### config.mk
export PLATFORM = sky130hd
export DESIGN_NAME = seg_scan_controller
export DESIGN_NICKNAME = d
export VERILOG_FILES = /design/src/rtl/seg_pkg.sv /design/src/rtl/seg_frame_buffer.sv /design/src/rtl/seg_scan_controller.sv
export SDC_FILE = /design/constraint.sdc
export NUM_CORES = 1
export LEC_CHECK = 0
export ABC_AREA = 1
export CORE_AREA = 8 8 90 92
export CTS_BUF_LIST = sky130_fd_sc_hd__clkbuf_8
export DETAILED_ROUTE_END_ITERATION = 8
export DIE_AREA = 0 0 98 100
export GPL_TIMING_DRIVEN = 0
export PLACE_DENSITY = 0.91
export SYNTH_ARGS = -nofsm -noshare
export SYNTH_HDL_FRONTEND = slang
export SYNTH_SLANG_ARGS = --single-unit
### constraint.sdc
create_clock -name clk -period 2.1 [get_ports clk]
set_input_delay 0.42 -clock clk [delete_from_list [all_inputs] [get_ports clk]]
set_output_delay 0.42 -clock clk [all_outputs]
set_load 0.1 [all_outputs]
### src/rtl/seg_pkg.sv
// Shared types and constants for the seven-segment scan controller.
package seg_pkg;

   localparam int DIGITS = 4;

   typedef logic [7:0] seg_pattern_t;

   // Active-low segments: all ones means every segment is dark.
   localparam seg_pattern_t SEG_BLANK = 8'hFF;

   typedef enum logic [1:0] {
      IDLE,
      BLANK,
      ON
   } state_t;

endpackage

### src/rtl/seg_frame_buffer.sv
// Double buffer for the digit patterns: host writes land in a shadow copy
// and only reach the display outputs at a frame boundary (or right away
// when the scanner is idle), so a frame never shows a half-updated set.
module seg_frame_buffer
   import seg_pkg::*;
(
   input  logic         clk,
   input  logic         rst,
   input  logic         upd,
   input  logic         commit,
   input  logic         idle,
   input  seg_pattern_t data_a,
   input  seg_pattern_t data_b,
   input  seg_pattern_t data_c,
   input  seg_pattern_t data_d,
   output logic         busy,
   output seg_pattern_t seg_a,
   output seg_pattern_t seg_b,
   output seg_pattern_t seg_c,
   output seg_pattern_t seg_d
);

   seg_pattern_t [DIGITS-1:0] shadow;
   seg_pattern_t [DIGITS-1:0] shown;
   logic                      take;

   // The commit copies the shadow as it stood before this edge, so an upd
   // landing on the same edge is kept for the next frame instead.
   assign take = busy && (commit || idle);

   // Shadow capture, commit to the display copy, and the pending flag.
   always_ff @(posedge clk) begin
      if (rst) begin
         shadow <= {DIGITS{SEG_BLANK}};
         shown  <= {DIGITS{SEG_BLANK}};
         busy   <= 1'b0;
      end else begin
         if (take) shown <= shadow;
         if (upd) shadow <= {data_d, data_c, data_b, data_a};
         busy <= upd || (busy && !take);
      end
   end

   assign seg_a = shown[0];
   assign seg_b = shown[1];
   assign seg_c = shown[2];
   assign seg_d = shown[3];

endmodule

### src/rtl/seg_scan_controller.sv
// Scan sequencer for a four-digit seven-segment display: slot timing,
// inter-digit blanking against ghosting, PWM brightness inside each
// on-window, and a frame-synchronous pattern buffer.
module seg_scan_controller
   import seg_pkg::*;
#(
   parameter int SLOT_CYCLES  = 1000,
   parameter int BLANK_CYCLES = 16
) (
   input  logic              clk,
   input  logic              rst,
   input  logic              run,
   input  logic [3:0]        brightness,
   input  logic              upd,
   input  seg_pattern_t      data_a,
   input  seg_pattern_t      data_b,
   input  seg_pattern_t      data_c,
   input  seg_pattern_t      data_d,
   output logic              busy,
   output logic [DIGITS-1:0] select,
   output logic              mux_enable,
   output seg_pattern_t      seg_a,
   output seg_pattern_t      seg_b,
   output seg_pattern_t      seg_c,
   output seg_pattern_t      seg_d,
   output logic              frame_tick
);

   localparam int CNT_W = (SLOT_CYCLES > 1) ? $clog2(SLOT_CYCLES) : 1;
   localparam logic [CNT_W-1:0] SLOT_LAST  = CNT_W'(SLOT_CYCLES - 1);
   localparam logic [CNT_W-1:0] BLANK_LAST = CNT_W'((BLANK_CYCLES > 0) ? BLANK_CYCLES - 1 : 0);
   // With no blanking the slot opens directly in ON.
   localparam state_t SLOT_START = (BLANK_CYCLES > 0) ? BLANK : ON;

   state_t              state, nxt_state;
   logic [CNT_W-1:0]    cnt, nxt_cnt;
   logic [3:0]          pwm, nxt_pwm;
   logic [DIGITS-1:0]   nxt_sel;

   // Next slot position; outputs are then registered from these values so
   // nothing is combinational from inputs to outputs.
   always_comb begin
      nxt_state = state;
      nxt_cnt   = cnt;
      nxt_pwm   = pwm;
      nxt_sel   = select;
      if (!run) begin
         nxt_state = IDLE;
         nxt_cnt   = '0;
         nxt_pwm   = '0;
      end else if (state == IDLE) begin
         nxt_state = SLOT_START;
         nxt_cnt   = '0;
         nxt_pwm   = '0;
         nxt_sel   = DIGITS'(1);
      end else if (cnt == SLOT_LAST) begin
         nxt_state = SLOT_START;
         nxt_cnt   = '0;
         nxt_pwm   = '0;
         nxt_sel   = {select[DIGITS-2:0], select[DIGITS-1]};
      end else begin
         nxt_cnt = cnt + CNT_W'(1);
         if (state == BLANK && cnt == BLANK_LAST) begin
            nxt_state = ON;
            nxt_pwm   = '0;
         end else if (state == ON) begin
            nxt_pwm = pwm + 4'd1;
         end
      end
   end

   // Scan FSM with registered enable, select and frame tick.
   always_ff @(posedge clk) begin
      if (rst) begin
         state      <= IDLE;
         cnt        <= '0;
         pwm        <= '0;
         select     <= DIGITS'(1);
         mux_enable <= 1'b0;
         frame_tick <= 1'b0;
      end else begin
         state      <= nxt_state;
         cnt        <= nxt_cnt;
         pwm        <= nxt_pwm;
         select     <= nxt_sel;
         mux_enable <= (nxt_state == ON) && (brightness == 4'hF || nxt_pwm < brightness);
         frame_tick <= (nxt_state != IDLE) && nxt_sel[DIGITS-1] && (nxt_cnt == SLOT_LAST);
      end
   end

   seg_frame_buffer u_buf (
      .clk    (clk),
      .rst    (rst),
      .upd    (upd),
      .commit (frame_tick),
      .idle   (state == IDLE),
      .data_a (data_a),
      .data_b (data_b),
      .data_c (data_c),
      .data_d (data_d),
      .busy   (busy),
      .seg_a  (seg_a),
      .seg_b  (seg_b),
      .seg_c  (seg_c),
      .seg_d  (seg_d)
   );

endmodule

Word-level counts from Yosys, hierarchy flattened
Cells that the tools add are included.

Word-level logic and storage cells: 55. Input bits: 40. Register bits after elaboration: 87. Output and inout bits: 39.

Eq/ne operators: 7. $add $sub $neg: 2. $lt $le $gt $ge: 1. Muxes and demuxes: 15. Reductions and logical operators: 14.

Operators by type and width (number): 4-bit two-way mux (8); 10-bit two-way mux (3); 10-bit == test (second input constant) (2); 10-bit by 1-bit adder with 10-bit output (second input constant) (1); 10-bit by 4-bit == test with 1-bit output (second input constant) (1); 2-bit two-way mux (4); 1-bit logical AND (6); 4-bit by 1-bit adder with 4-bit output (second input constant) (1); 2-bit == test (second input constant) (2); 4-bit == test (second input constant) (1); 4-bit < comparator (1); 2-bit nonzero test (2); 1-bit logical OR (3); 2-bit by 1-bit == test with 1-bit output (second input constant) (1); 2-bit logical NOT (1); 2-bit AND reduction (1); 1-bit logical NOT (1).

Logic depth before layout (Yosys ltp)
Depth in word-level cells: 9. Gate-level depth with buffers: 14.

Modules after synthesis
A second synthesis with hierarchy kept.

Cells, all modules: 443. Area total of the unflattened synthesis: 3513.4 um2.

By module, submodules not included: seg_frame_buffer (area an instance 2354.8 um2, cells an instance 288, sequential area each 1301.2 um2, instances 1); seg_scan_controller (area an instance 1158.6 um2, cells an instance 155, sequential area each 440.4 um2, instances 1).

Worst setup path after synthesis
Ideal clock, no wire load.

Path type: reg2reg. Start point: reg cnt[0]. End point: reg mux_enable. Setup slack: 0.349 ns. Stages on the path, launching flop included: 13. Arrival: 1.682 ns. Period minus slack after synthesis: 1.751 ns. Setup time: 0.070 ns. Cell sequence: dfxtp_1 ha_1 nand2_1 nor2_1 nand2_2 nand2_4 nor2_4 nand2_1 nor2_1 ha_1 a21oi_1 nand2_1 a21oi_1.

Cells in the longest elaborated chain, start to end: 9. Elaborated cells between the ends (all ways): 15. Classes of those cells: order compare (1); eq/ne (3); mux (8); reduce/logical (3).

RTL lines: start: declaration (RTL line seg_scan_controller.sv:36) `logic [CNT_W-1:0] cnt, nxt_cnt;`; start signal: assignment (RTL line seg_scan_controller.sv:83) `cnt <= nxt_cnt;`; 10-bit by 4-bit == test with 1-bit output (RTL line seg_scan_controller.sv:63) `if (state == BLANK && cnt == BLANK_LAST) begin`; 1-bit logical AND (RTL line seg_scan_controller.sv:63); 4-bit two-way mux (RTL line seg_scan_controller.sv:63); 4-bit two-way mux (*) (RTL line seg_scan_controller.sv:56) `end else if (cnt == SLOT_LAST) begin`; 4-bit two-way mux (*) (RTL line seg_scan_controller.sv:51) `end else if (state == IDLE) begin`; 4-bit two-way mux (*) (RTL line seg_scan_controller.sv:47) `if (!run) begin`; via nxt_pwm[3] (RTL line seg_scan_controller.sv:37) `logic [3:0] pwm, nxt_pwm;`; 4-bit < comparator (*) (RTL line seg_scan_controller.sv:86) `mux_enable <= (nxt_state == ON) && (brightness == 4'hF || nxt_pwm < brightness);`; 1-bit logical OR (*) (RTL line seg_scan_controller.sv:86); 1-bit logical AND (*) (RTL line seg_scan_controller.sv:86); end signal: assignment (RTL line seg_scan_controller.sv:86); end: declaration (RTL line seg_scan_controller.sv:21) `output logic mux_enable,`.

Mark *: on every way through the listed nets, which the timed path passes. The rest lies on a longest branch. A chain may end at the register's enable or synchronous reset.

Worst setup path in the final report
Start point: reg frame_tick. End point: out frame_tick.

RTL lines: start: declaration (RTL line seg_scan_controller.sv:26) `output logic frame_tick`; start signal: assignment (RTL line seg_scan_controller.sv:87) `frame_tick <= (nxt_state != IDLE) && nxt_sel[DIGITS-1] && (nxt_cnt == SLOT_LAST);`.

No word-level cell between the ends.

==> flow_summary.json <==
{
  "crit_path_max_fanout": 3,
  "ys_ff_latch": 87,
  "hold_viol": 0,
  "core_um2": 6644,
  "grt.overflow.total": 0,
  "pwr-share-comb_pct": 19.8,
  "h-tree-depth": 3,
  "dp_hpwl_mm": 6.373,
  "io_pins": 79,
  "holdWs_ns": 0.4335,
  "synth-edff-count": 0,
  "die-width_um": 98,
  "crit_chain": "dlygate4sd2_1",
  "tns_ns": 0,
  "cts_buffers": 9,
  "yosysMostFrequentCell": "nand2_1",
  "drt_iter0_markers": 149,
  "crit_slowest_cell": "dlygate4sd2_1",
  "setup_viol": 0,
  "cts.sinks": 87,
  "stdcell_area_um2": 4345,
  "antennaDiodeCount": 0,
  "postSynthCellCount": 436,
  "internal-power_mw": 2.477,
  "switching_power_mw": 1.170,
  "start_util_pct": 49.96,
  "nets": 569,
  "yosysSeqAreaShare_pct": 52.47,
  "antenna_found_initial": 0,
  "synth_nets": 481,
  "grt_pass1_wl_mm": 14.03,
  "switching_share_pct": 32.09,
  "cts_setup_buffers": 0,
  "die-area_um2": 9800,
  "drc": 0,
  "cp_data_required_time_ns": 1.68,
  "powerDensity_nw_per_um2": 839.5,
  "wl_per_cell_um": 13.81,
  "worst_setup_path_start_kind": "flop",
  "grt_pass1_vias": 3155,
  "path_buf_inv": 1,
  "fillCellCount": 569,
  "synthArstFlopShare_pct": 0,
  "synth_cell_types": 27,
  "end_kind": "output port",
  "synthesis.area_um2": 3319,
  "period_share_pct": 96.98,
  "p_clk_share_pct": 31.1,
  "hold_path_class": "reg2reg",
  "syn2layout_area_growth_pct": 30.91,
  "worst_pin_slew_ns": 0.9860,
  "postCtsHoldBufs": 0,
  "max_freq_ghz": 0.4910,
  "grt_max_degree": 16,
  "gp_congestion": 0.9394,
  "synth_area_leaders": "dfxtp_1 52%, nand2_1 18%, nand3_1 11%",
  "grt_use_total_pct": 17.52,
  "fin_util_pct": 65.40,
  "rsz0062_at_grt": "false",
  "clk_path_buf_depth": 2,
  "pre_cts_ws_ns": -0.1773,
  "clk_latency_ns": 0.34,
  "p_total_mw": 3.648,
  "ys.flop_type": "dfxtp_1",
  "status": "completed",
  "maxCapViolCount": 0,
  "drt-total-wl_mm": 8.412,
  "post-place-cells": 593,
  "row_count": 30,
  "clk_pin_slew_ns": 0.08,
  "placed_cell_area_um2": 4190,
  "timing.slew.headroom_pct": 34.53,
  "fp.dieH_um": 100,
  "criticalPathCategory": "reg2out",
  "slowest_delay_ns": 0.88,
  "critPathArrivalTime_ns": 1.62,
  "drv_slew": 0,
  "drt_pre_antenna_iters": 4,
  "vias": 3113,
  "synthTopCellsByCount": "156 x nand2_1, 87 x dfxtp_1, 70 x nand3_1",
  "power.leakage_nw": 1.929,
  "clockRootBuffer": "clkbuf_8",
  "cts_tree": "built",
  "yosysTopAreaCell": "dfxtp_1",
  "postRouteAntennaNets": 0,
  "yosysTopAreaCellShare_pct": 52.47,
  "clock_skew_ns": 0.01073,
  "io_buffers": 77,
  "p_seq_share_pct": 49.1,
  "syn_area_per_cell_um2": 7.613,
  "fin_cells": 609,
  "drive_gt1_share_pct": 6.238,
  "max-vdd-ir-drop_mv": 0.5788,
  "vias_per_cell": 5.112,
  "min_period_ns": 2.036,
  "yosys_warnings": 0,
  "fin_ws_ns": 0.06351,
  "cp_top_family": "buffers and inverters"
}
-- final timing paths --
check,endpoint,depth (start not counted),start,slack (ns)
worst max-delay path,frame_tick,1,frame_tick$_SDFF_PP0_,0.06
worst min-delay path,cnt[0]$_SDFF_PP0_,1,cnt[0]$_SDFF_PP0_,0.43
worst max register to register,mux_enable$_SDFF_PP0_,10,cnt[0]$_SDFF_PP0_,0.25
worst min register to register,cnt[0]$_SDFF_PP0_,1,cnt[0]$_SDFF_PP0_,0.43
-- power groups by stage --
stage / Clock [mW] / Combinational (mW) / Sequential (mW)
6_report: 1.14 / 0.721 / 1.79
5_1_grt: 1.25 / 0.770 / 1.80
4_1_cts: 1.17 / 0.726 / 1.79
3_5_place_dp: 0 / 0.755 / 1.83
3_3_place_gp: 0 / 0.741 / 1.83
2_1_floorplan: 0 / 0.191 / 2.16
-- what timing repair did --
item                       4_1_cts  5_1_grt
setup endpoints to repair       39        1
resized for setup               39        3
pin swaps                        0        0
-- cell type report --
type                    count  area, µm²  area share [%]
flip-flops and latches     87       1743           40.11
multi-input cells         306       1416           32.59
repair buffers             77      721.9           16.61
clock buffers               9      123.9           2.851
well taps                  80      100.1           2.303
plain buffers              22      87.58           2.016
inverters                  21      78.83           1.814
clock inverters             7      73.82           1.699
-- per-layer routing --
metal	track usage [%]	vias up	share of wire (%)	wire length, µm
li1	-	1572	-	-
met1	19.76	1425	42	3533
met2	30.51	102	51	4283
met3	3.668	14	5.3	445
met4	9.353	0	1.8	149
met5	0	-	0	0
-- sequential cells by signal (all words and copies together), names as in the netlist --
name and cells:
cnt 10, frame_tick 1, mux_enable 1, pwm 4, select 4, state 2, u_buf.busy 1, u_buf.seg_a 8
u_buf.seg_b 8, u_buf.seg_c 8, u_buf.seg_d 8, u_buf.shadow 32
-- cells by family (layout without fill, tap and decap cells) --
kind of cell	Yosys count	after routing	synth area share [%]
DFF	87	87	52.47
xor gates and xnor gates	7	7	1.847
adders and majority gates	5	5	1.885
buffers and inverters	43	136	5.013
AOI/OAI and AO/OA	14	14	2.676
and+or+nand+nor	279	279	35.81
muxes	1	1	0.3016
-- layout by cell type, fill, tap and decap left out, types with 2 or more instances in the layout --
cell type | synthesis | routed
xor2_1 | 6 | 6
nor3_1 | 6 | 6
clkdlybuf4s50_1 | 0 | 38
ha_1 | 5 | 4
nor2_1 | 34 | 34
o211ai_1 | 2 | 2
nand3_1 | 70 | 70
nand2_1 | 156 | 155
clkbuf_1 | 14 | 14
clkinvlp_4 | 0 | 3
inv_2 | 3 | 3
nand2_2 | 2 | 3
dlygate4sd2_1 | 0 | 39
buf_1 | 4 | 4
buf_2 | 4 | 4
nand4_1 | 7 | 7
a21oi_1 | 7 | 7
inv_1 | 18 | 19
dfxtp_1 | 87 | 86
clkbuf_8 | 0 | 9
No activity file was read; power rests on OpenSTA's default activity.
